## config.mk

```make
export PLATFORM = sky130hd
export DESIGN_NAME = imem_loader_flat
export DESIGN_NICKNAME = d
export VERILOG_FILES = /design/src/rtl/imem_loader_if.sv /design/src/rtl/imem_loader.sv /design/src/flat_wrapper.sv
export SDC_FILE = /design/constraint.sdc
export NUM_CORES = 1
export LEC_CHECK = 0
export CELL_PAD_IN_SITES_DETAIL_PLACEMENT = 1
export CELL_PAD_IN_SITES_GLOBAL_PLACEMENT = 1
export CORE_MARGIN = 2
export CORE_UTILIZATION = 43
export CTS_CLUSTER_SIZE = 12
export DETAILED_ROUTE_END_ITERATION = 6
export PLACE_DENSITY_LB_ADDON = 0.1
export REMOVE_ABC_BUFFERS = 1
export SYNTH_ARGS = -nofsm -noshare
export SYNTH_HDL_FRONTEND = slang
export SYNTH_SLANG_ARGS = --single-unit
```

## constraint.sdc

```tcl
create_clock -name clk -period 2.55 [get_ports clk]
set_input_delay 0.255 -clock clk [delete_from_list [all_inputs] [get_ports clk]]
set_output_delay 0.255 -clock clk [all_outputs]
set_load 0.01 [all_outputs]
```

## src/rtl/imem_loader_if.sv

```systemverilog
// imem_loader_if: groups the loader's byte stream, memory write port and status lines.
//   slave  modport : loader side (consumes start/byte stream, drives writes and status)
//   master modport : host side (byte source / instruction memory / CPU control)
interface imem_loader_if;
  logic        start;
  logic        byte_valid;
  logic [7:0]  byte_data;
  logic        byte_ready;
  logic        wr_en;
  logic [31:0] wr_addr;
  logic [31:0] wr_data;
  logic        cpu_stall;
  logic        done;
  logic        error;

  modport slave (
    input  start, byte_valid, byte_data,
    output byte_ready, wr_en, wr_addr, wr_data, cpu_stall, done, error
  );

  modport master (
    output start, byte_valid, byte_data,
    input  byte_ready, wr_en, wr_addr, wr_data, cpu_stall, done, error
  );
endinterface

```

## src/rtl/imem_loader.sv

```systemverilog
// imem_loader: boot-time instruction memory loader.
// Parses a 16-bit little-endian word count N, assembles N little-endian 32-bit words from the
// byte stream and writes one word per WRITE cycle. Holds the CPU in stall while not idle.
// Optional trailing XOR checksum byte when IMEM_LOADER_CHECKSUM_EN is defined.
// Ports:
//   clk  - clock, rising edge
//   rst  - asynchronous active-low reset
//   bus  - imem_loader_if.slave: start, byte_valid/byte_data/byte_ready stream,
//          wr_en/wr_addr/wr_data memory write port, cpu_stall, done, error
// All outputs are registered; none depends combinationally on byte_valid.
module imem_loader #(
  parameter int unsigned DEPTH      = 1024,
  parameter int unsigned ADDR_WIDTH = 10
) (
  input  logic         clk,
  input  logic         rst,
  imem_loader_if.slave bus
);

  typedef enum logic [2:0] {
    StIdle, StLenLo, StLenHi, StData, StWrite, StChk, StDone
  } state_e;

  state_e                  state_q, state_d;
  logic [15:0]             len_q;
  logic [ADDR_WIDTH-1:0]   idx_q;
  logic [1:0]              lane_q;
  logic [31:0]             word_q;
  logic                    byte_ready_q;
  logic                    wr_en_q;
  logic [ADDR_WIDTH-1:0]   wr_addr_q;
  logic [31:0]             wr_data_q;
  logic                    cpu_stall_q;
  logic                    done_q;
  logic                    error_q;
`ifdef IMEM_LOADER_CHECKSUM_EN
  logic [7:0]              chk_q;
`endif

  logic        accept;
  logic [15:0] hdr_len;
  logic        len_bad;
  logic        last_word;
  logic [31:0] word_next;

  assign accept    = bus.byte_valid & byte_ready_q;
  assign hdr_len   = {bus.byte_data, len_q[7:0]};
  assign len_bad   = (hdr_len == 16'd0) || (32'(hdr_len) > DEPTH);
  assign last_word = (32'(idx_q) + 32'd1) == 32'(len_q);
  // Bytes enter at the top and shift down, so the first byte ends up in lane 0.
  assign word_next = {bus.byte_data, word_q[31:8]};

  always_comb begin
    state_d = state_q;
    unique case (state_q)
      StIdle:  if (bus.start) state_d = StLenLo;
      StLenLo: if (accept) state_d = StLenHi;
      StLenHi: if (accept) state_d = len_bad ? StIdle : StData;
      StData:  if (accept && lane_q == 2'd3) state_d = StWrite;
`ifdef IMEM_LOADER_CHECKSUM_EN
      StWrite: state_d = last_word ? StChk : StData;
      StChk:   if (accept) state_d = (bus.byte_data == chk_q) ? StDone : StIdle;
`else
      StWrite: state_d = last_word ? StDone : StData;
`endif
      StDone:  state_d = StIdle;
      default: state_d = StIdle;
    endcase
  end

  // Status outputs are registered from the next state so they line up with state_q.
  always_ff @(posedge clk or negedge rst) begin
    if (!rst) begin
      state_q      <= StIdle;
      len_q        <= '0;
      idx_q        <= '0;
      lane_q       <= '0;
      word_q       <= '0;
      byte_ready_q <= 1'b0;
      wr_en_q      <= 1'b0;
      wr_addr_q    <= '0;
      wr_data_q    <= '0;
      cpu_stall_q  <= 1'b0;
      done_q       <= 1'b0;
      error_q      <= 1'b0;
`ifdef IMEM_LOADER_CHECKSUM_EN
      chk_q        <= '0;
`endif
    end else begin
      state_q      <= state_d;
      byte_ready_q <= (state_d == StLenLo) || (state_d == StLenHi) ||
                      (state_d == StData)  || (state_d == StChk);
      wr_en_q      <= (state_d == StWrite);
      cpu_stall_q  <= (state_d != StIdle);
      done_q       <= (state_d == StDone);
      case (state_q)
        StIdle: begin
          if (bus.start) begin
            error_q <= 1'b0;
            idx_q   <= '0;
            lane_q  <= '0;
`ifdef IMEM_LOADER_CHECKSUM_EN
            chk_q   <= '0;
`endif
          end
        end
        StLenLo: if (accept) len_q[7:0] <= bus.byte_data;
        StLenHi: begin
          if (accept) begin
            len_q[15:8] <= bus.byte_data;
            if (len_bad) error_q <= 1'b1;
          end
        end
        StData: begin
          if (accept) begin
            word_q <= word_next;
            lane_q <= lane_q + 2'd1;
`ifdef IMEM_LOADER_CHECKSUM_EN
            chk_q  <= chk_q ^ bus.byte_data;
`endif
            if (lane_q == 2'd3) begin
              wr_addr_q <= idx_q;
              wr_data_q <= word_next;
            end
          end
        end
        StWrite: if (!last_word) idx_q <= idx_q + 1'b1;
`ifdef IMEM_LOADER_CHECKSUM_EN
        StChk: if (accept && bus.byte_data != chk_q) error_q <= 1'b1;
`endif
        default: ;
      endcase
    end
  end

  assign bus.byte_ready = byte_ready_q;
  assign bus.wr_en      = wr_en_q;
  assign bus.wr_addr    = 32'(wr_addr_q);
  assign bus.wr_data    = wr_data_q;
  assign bus.cpu_stall  = cpu_stall_q;
  assign bus.done       = done_q;
  assign bus.error      = error_q;

endmodule

```

## src/flat_wrapper.sv

```systemverilog
// flat-port wrapper written by rule: the top's interface ports become plain ports
module imem_loader_flat 
#(
  parameter int unsigned DEPTH      = 1024,
  parameter int unsigned ADDR_WIDTH = 10
)
  (clk, rst, bus_start, bus_byte_valid, bus_byte_data, bus_byte_ready, bus_wr_en, bus_wr_addr, bus_wr_data, bus_cpu_stall, bus_done, bus_error);
  imem_loader_if bus_i ();
  input  logic clk;
  input  logic rst;
  input wire logic [$bits(bus_i.start)-1:0] bus_start;
  input wire logic [$bits(bus_i.byte_valid)-1:0] bus_byte_valid;
  input wire logic [$bits(bus_i.byte_data)-1:0] bus_byte_data;
  output wire logic [$bits(bus_i.byte_ready)-1:0] bus_byte_ready;
  output wire logic [$bits(bus_i.wr_en)-1:0] bus_wr_en;
  output wire logic [$bits(bus_i.wr_addr)-1:0] bus_wr_addr;
  output wire logic [$bits(bus_i.wr_data)-1:0] bus_wr_data;
  output wire logic [$bits(bus_i.cpu_stall)-1:0] bus_cpu_stall;
  output wire logic [$bits(bus_i.done)-1:0] bus_done;
  output wire logic [$bits(bus_i.error)-1:0] bus_error;
  assign bus_i.start = bus_start;
  assign bus_i.byte_valid = bus_byte_valid;
  assign bus_i.byte_data = bus_byte_data;
  assign bus_byte_ready = bus_i.byte_ready;
  assign bus_wr_en = bus_i.wr_en;
  assign bus_wr_addr = bus_i.wr_addr;
  assign bus_wr_data = bus_i.wr_data;
  assign bus_cpu_stall = bus_i.cpu_stall;
  assign bus_done = bus_i.done;
  assign bus_error = bus_i.error;
  imem_loader #(.DEPTH(DEPTH), .ADDR_WIDTH(ADDR_WIDTH)) u_core (.clk(clk), .rst(rst), .bus(bus_i));
endmodule
```

==> results.ini, run 1 <==
[placed_design]
port_buffers=58
dpl.hpwl_mm=7.82
post_dp_cell_area_um2=5570
routabilityCongestion=0.853
dp_cells=594
place_ws_ns=0.141

[yosys]
yosysMostFrequentCell=dfrtp_1
synth_largest_area_cell=dfrtp_1
synth-seq-cells=102
synth_area_leaders=dfrtp_1 53%, mux2_2 19%, buf_4 3.4%
synth_edf_count=0
synthFlopType=dfrtp_1
syn_inst=394
yosysWarnings=0
synth_cell_types=52
syn-cell-area_um2=4810
synth_top_area_share_pct=53.1
ys_top_cells_by_count=102 x dfrtp_1, 81 x mux2_2, 23 x nand2_1, 22 x buf_4, 15 x clkbuf_1
syn_area_per_cell_um2=12.2
async_reset_ff_share_pct=100
ys_seq_area_share_pct=53.1

[sta]
finClkSkew_ns=0.0144
hold_ws_ns=-0.0190
grt_setup_unrepaired=true
final_hold_viol_count=21
slew_violations=0
max-slew-margin-rel_pct=42.2
worst_slack_ns=0.107
tightestPinTransition_ns=0.867
min_period_ns=2.44
tns_ns=0
final-setup-viol-count=0
fmax_mhz=409
fin_crit_sh_pct=95.8

[setup_path]
crit_path_start_kind=flip-flop
crit_buf_inv=1
cp.arrival_ns=2.70
critPathTopFamily=simple AND/OR/NAND/NOR gates
cp_slowest_cell=or4_4
rr_worst_depth=7
crit_chain=or4_4 > nor4_2 > o21ai_1 > nor4_4 > buf_4 > a31oi_1 > a311o_1
max_stage_delay_ns=0.53
crit_required_ns=2.81
critPathKind=reg2reg
rr_startpoint=u_core.len_q[11]
r2r_slack_ns=0.11
timing.rr.end=u_core.idx_q[5]
cp-end-kind=flip-flop
cp_max_fo=8

[layout]
finalNonFillerCells=610
nets=479
drive_above_1_share_pct=28.7
area_delta_synth_final_pct=20.6
nFillCells=1147
final_cell_area_um2=5800
n_antenna_cell=0

[cts]
cts_buffers=9
cts_sinks=102
max-clock-path-buffers=2
cts_tree=done
clk_latency_ns=0.38
clk_pin_slew_ns=0.11
ctsHoldBuffers=0
cts_max_level=3
root_buffer=clkbuf_8

[global_routing]
grt_pass1_wl_mm=18.5
grt_usage_pct=20.1
grt_overflow_total=0
grt_pass1_vias=3595
antenna_found_initial=0
grt_start_max_net_pins=70

[drt]
drt_iter0_markers=128
vias_per_cell=5.40
routedWlPerCell_um=18.3
first_pass_iters=4
num_vias=3293
drt_wl_total_mm=11.2
ant_nets=0
remaining_drc_errors=0

[worst_hold_path]
hp-class=in2async

[pwr]
total_leakage_power_nw=2.61
p_per_area_nw_per_um2=850
ir_drop_mv=0.366

[floorplanning]
rows=38
dieHeight_um=110
start_util_pct=44.2
io_pins=81
dieArea_um2=12000
coreArea_um2=10900
fp.dieW_um=110

[status]
status=finished with violations
violations=negative hold slack

[job]
maxCapViolations=0

## per-layer routing
metal | up-vias | part of all wire, % | global-route usage, %
met5 | - | 0 | 0
met3 | 13 | 3.2 | 3.38
met2 | 80 | 51 | 34.7
li1 | 1516 | - | -
met4 | 0 | 1.5 | 5.79
met1 | 1684 | 45 | 26.0
## worst register-to-register path: stages (launching register included)
cell and delay, ns:
dfrtp_1 0.40, or4_4 0.53, nor4_2 0.30, o21ai_1 0.15, nor4_4 0.34, buf_4 0.23, a31oi_1 0.10, a311o_1 0.29
## area by class of cell
cell class              instances  area, um2  area share, %
inverters                       8       30.0          0.518
well taps                     140        175           3.02
repair buffers                 83        766           13.2
clock buffers                   9        124           2.14
flip-flops and latches        102       2550           44.1
multi-input cells             261       2060           35.5
clock inverters                 7       91.3           1.58
## per-stage QoR
| step | util, % | total power [mW] |
|---|---|---|
| after floorplan | - | 3.23 |
| after global placement | 51.1 | 3.78 |
| after detailed placement | 51.1 | 3.87 |
| after CTS | 53.1 | 4.98 |
| after global routing | 53.2 | 5.23 |
| final | 53.2 | 4.93 |
## worst max-delay path by stage
stage                      startpoint                     to  slack (ns)  cells after the start
CTS                   u_core.idx_q[1]        u_core.idx_q[5]        0.06                      7
global placement      u_core.idx_q[1]      u_core.state_q[0]        0.14                      9
detailed placement    u_core.idx_q[1]        u_core.idx_q[8]        0.14                      8
floorplan           u_core.state_q[2]  u_core.bus.wr_data[0]       -1.09                      4
global route         u_core.len_q[11]        u_core.idx_q[5]       -0.01                      7
finish               u_core.len_q[11]        u_core.idx_q[5]        0.11                      7
## registers in the layout, summed over array words and instances, names as in the netlist, 2 cells and up
| register | cells |
|---|---|
| u_core.bus.wr_data | 32 |
| u_core.word_q | 24 |
| u_core.idx_q | 10 |
| u_core.lane_q | 2 |
| u_core.wr_addr_q | 10 |
| u_core.state_q | 3 |
| u_core.len_q | 16 |
## logic make-up (layout without fill, tap and decap cells)
group / after synthesis / in the layout / share of synthesized area [%]
buf+inv: 52 / 107 / 6.09
xor+xnor: 12 / 12 / 2.19
other cells: 1 / 22 / 0.0780
fa+ha+maj: 2 / 2 / 0.520
compound gates: 46 / 46 / 6.85
mux: 87 / 87 / 20.2
flops: 102 / 102 / 53.1
simple gates: 92 / 92 / 11.0
## power breakdown
part           internal [mW]  switching (mW)
sequential              2.06           0.365
clock                  0.480           0.628
combinational          0.769           0.623
total                   3.31            1.62
## cells in the final DEF, fill, tap and decap left out, drive strengths merged, types with 3 or more instances in the layout
master and count:
a31oi 4, clkinv 3, xor2 5, nor3 4
o21ai 8, and3 6, a311oi 4, nor4 9
mux2 81, and4 3, mux2i 6, a21oi 8
nand3b 3, nand2b 4, or3 4, clkbuf 9
inv 11, xnor2 7, buf 26, dfrtp 102
o211ai 4, nand4 3, nor2 12, nand3 7
a311o 5, conb 22, clkdlybuf4s50 57, nand2 23
## what timing repair did
action / 4_1_cts / 5_1_grt
buffers inserted: 0 / 0
gates resized for setup: 0 / 4
endpoints found under the setup margin: 0 / 9
No activity file was read; power rests on OpenSTA's default activity.
==> run 2, diff against run 1 <==
CORE_UTILIZATION = 38   (was 43)
SKIP_LAST_GASP = 1   (was unset)
clock period = 2 ns   (was 2.55 ns; I/O delays follow)
==> results.ini, run 2 (synthesis gave the netlist of run 1 again) <==
[floorplanning]
fp.dieW_um=116  ; was 110 um
rows=41  ; was 38
dieArea_um2=13600  ; was 12000 um2
io_pins=81  ; unchanged
coreArea_um2=12500  ; was 10900 um2
start_util_pct=38.6  ; was 44.2%
dieHeight_um=116  ; was 110 um

[setup_path]
cp_max_fo=8  ; unchanged
crit_chain=buf_6 > and3_4 > xnor2_2 > mux2_4 > nor4_4 > buf_6 > a31oi_1 > a311o_1  ; was or4_4 > nor4_2 > o21ai_1 > nor4_4 > buf_4 > a31oi_1 > a311o_1
max_stage_delay_ns=0.42  ; was 0.53 ns
critPathKind=reg2reg  ; unchanged
crit_required_ns=2.24  ; was 2.81 ns
cp.arrival_ns=2.48  ; was 2.70 ns
r2r_slack_ns=-0.24  ; was 0.11 ns
rr_worst_depth=8  ; was 7
timing.rr.end=u_core.idx_q[5]  ; unchanged
rr_startpoint=u_core.idx_q[1]  ; was u_core.len_q[11]
cp-end-kind=flip-flop  ; unchanged
crit_top_cell=buf_6
cp-startpoint=u_core.idx_q[1]  ; was u_core.len_q[11]
crit_path_start_kind=flip-flop  ; unchanged
cp_slowest_cell=dfrtp_1  ; was or4_4

[global_routing]
antenna_found_initial=0  ; unchanged
grt_pass1_vias=3784  ; was 3595
grt_start_max_net_pins=40  ; was 70
grt_overflow_total=0  ; unchanged
grt_usage_pct=19.3  ; was 20.1%
grt_pass1_wl_mm=19.9  ; was 18.5 mm

[cts]
max-clock-path-buffers=2  ; unchanged
clk_latency_ns=0.35  ; was 0.38 ns
clk_pin_slew_ns=0.07  ; was 0.11 ns
cts_tree=done  ; unchanged
cts_sinks=102  ; unchanged
cts_max_level=3  ; unchanged
root_buffer=clkbuf_16  ; was clkbuf_8
cts_buffers=9  ; unchanged

[pwr]
total_leakage_power_nw=2.92  ; was 2.61 nW
ir_drop_mv=0.576  ; was 0.366 mV
p_per_area_nw_per_um2=1060  ; was 850 nW/um2
p_total_mw=6.88  ; was 4.93 mW

[drt]
remaining_drc_errors=0  ; unchanged
num_vias=3478  ; was 3293
routedWlPerCell_um=17.6  ; was 18.3 um
ant_nets=0  ; unchanged
first_pass_iters=4  ; unchanged
drt_wl_total_mm=12.0  ; was 11.2 mm
drt_iter0_markers=128  ; unchanged
vias_per_cell=5.08  ; was 5.40

[placed_design]
dp_cells=662  ; was 594
post_dp_cell_area_um2=5920  ; was 5570 um2
port_buffers=58  ; unchanged
dpl.hpwl_mm=8.50  ; was 7.82 mm
routabilityCongestion=0.819  ; was 0.853

[sta]
finClkSkew_ns=0.00755  ; was 0.0144 ns
min_period_ns=2.24  ; was 2.44 ns
worst_slack_ns=-0.239  ; was 0.107 ns
grt_setup_unrepaired=true  ; unchanged
final_hold_viol_count=0  ; was 21
slew_violations=0  ; unchanged
tightestPinTransition_ns=0.548  ; was 0.867 ns
fmax_mhz=447  ; was 409 MHz
final-setup-viol-count=14  ; was 0
max-slew-margin-rel_pct=63.5  ; was 42.2%
hold_ws_ns=0.376  ; was -0.0190 ns
fin_crit_sh_pct=112  ; was 95.8%

[status]
status=finished with violations  ; unchanged
violations=negative setup slack  ; was negative hold slack

[layout]
n_antenna_cell=0  ; unchanged
finalNonFillerCells=685  ; was 610
area_delta_synth_final_pct=35.5  ; was 20.6%
drive_above_1_share_pct=39.6  ; was 28.7%
largest_register_ffs=32  ; unchanged
multi_input_area_um2=2260  ; was 2060 um2
ff_latch_area_um2=2550  ; about the same
mostFrequentLayoutCells=100 x dfrtp_1, 80 x mux2_2, 57 x clkdlybuf4s50_1, 57 x buf_4, 22 x conb_1  ; was 101 x dfrtp_1, 81 x mux2_2, 57 x clkdlybuf4s50_1, 26 x buf_4
final_cell_area_um2=6510  ; was 5800 um2
nets=523  ; was 479
final_core_util_pct=52.2  ; was 53.2%
nFillCells=1313  ; was 1147
layout_commonest_cell=dfrtp_1  ; unchanged

[job]
maxCapViolations=0  ; unchanged

[worst_hold_path]
hp-class=in2async  ; unchanged

run 2: cell count changes in the layout (fill, tap and decap cells not counted), sizes merged:
| cell | change |
|---|---|
| clkbuf | +2 |
| inv | -2 |
| buf | +43 |
| dlygate4sd3 | +1 |
| bufinv | -1 |
run 2: power by group:
part	internal [mW]	total (mW)	switching, mW
clock network	0.912	1.69	0.777
registers	2.63	3.09	0.455
logic	1.15	2.10	0.950
run 2: what timing repair did:
item,4_1_cts,5_1_grt
pin swaps,15,7
gates resized for setup,43,6
setup endpoints to repair,14,15
hold buffers,1,0
buffers inserted,6,1
hold endpoints to repair,35,0
run 2: worst max path at each step:
stage | endpoint | slack, ns | cells after the start
CTS | u_core.idx_q[3] | -0.16 | 7
detailed placement | u_core.idx_q[5] | -0.30 | 6
finish | u_core.idx_q[5] | -0.24 | 8
global route | u_core.idx_q[5] | -0.32 | 8
global placement | u_core.idx_q[3] | -0.29 | 7
floorplan | u_core.bus.wr_data[0] | -1.64 | 4
run 2: layout make-up:
| class | instances | area share, % |
|---|---|---|
| Sequential cell | 102 | 39.2 |
| Clock inverter | 4 | 0.480 |
| Tap cell | 172 | 3.31 |
| Clock buffer | 11 | 3.88 |
| Timing Repair Buffer | 127 | 18.0 |
| Inverter | 8 | 0.461 |
| Multi-Input combinational cell | 261 | 34.7 |
run 2: metal layers:
metal  routed length (um)  global-route usage, %  up-vias
met2                 6120                   33.4       67
met3                  467                   4.10       12
li1                     -                      -     1603
met5                    0                      0        -
met4                  149                   6.03        0
met1                 5310                   24.1     1796
run 2: metrics by stage:
stage	worst slack, ns	TNS (ns)
floorplan	-1.64	-83.09
global placement	-0.286	-3.41
detailed placement	-0.299	-3.70
CTS	-0.164	-1.57
global route	-0.325	-3.87
finish	-0.239	-2.40
run 2: critical path: cells and delay by family, from the launching register on:
| family | cells | cell delay [ns] |
|---|---|---|
| simple gates | 2 | 0.49 |
| flops | 1 | 0.42 |
| compound gates | 2 | 0.37 |
| mux | 1 | 0.36 |
| buf+inv | 2 | 0.32 |
| xor+xnor | 1 | 0.15 |
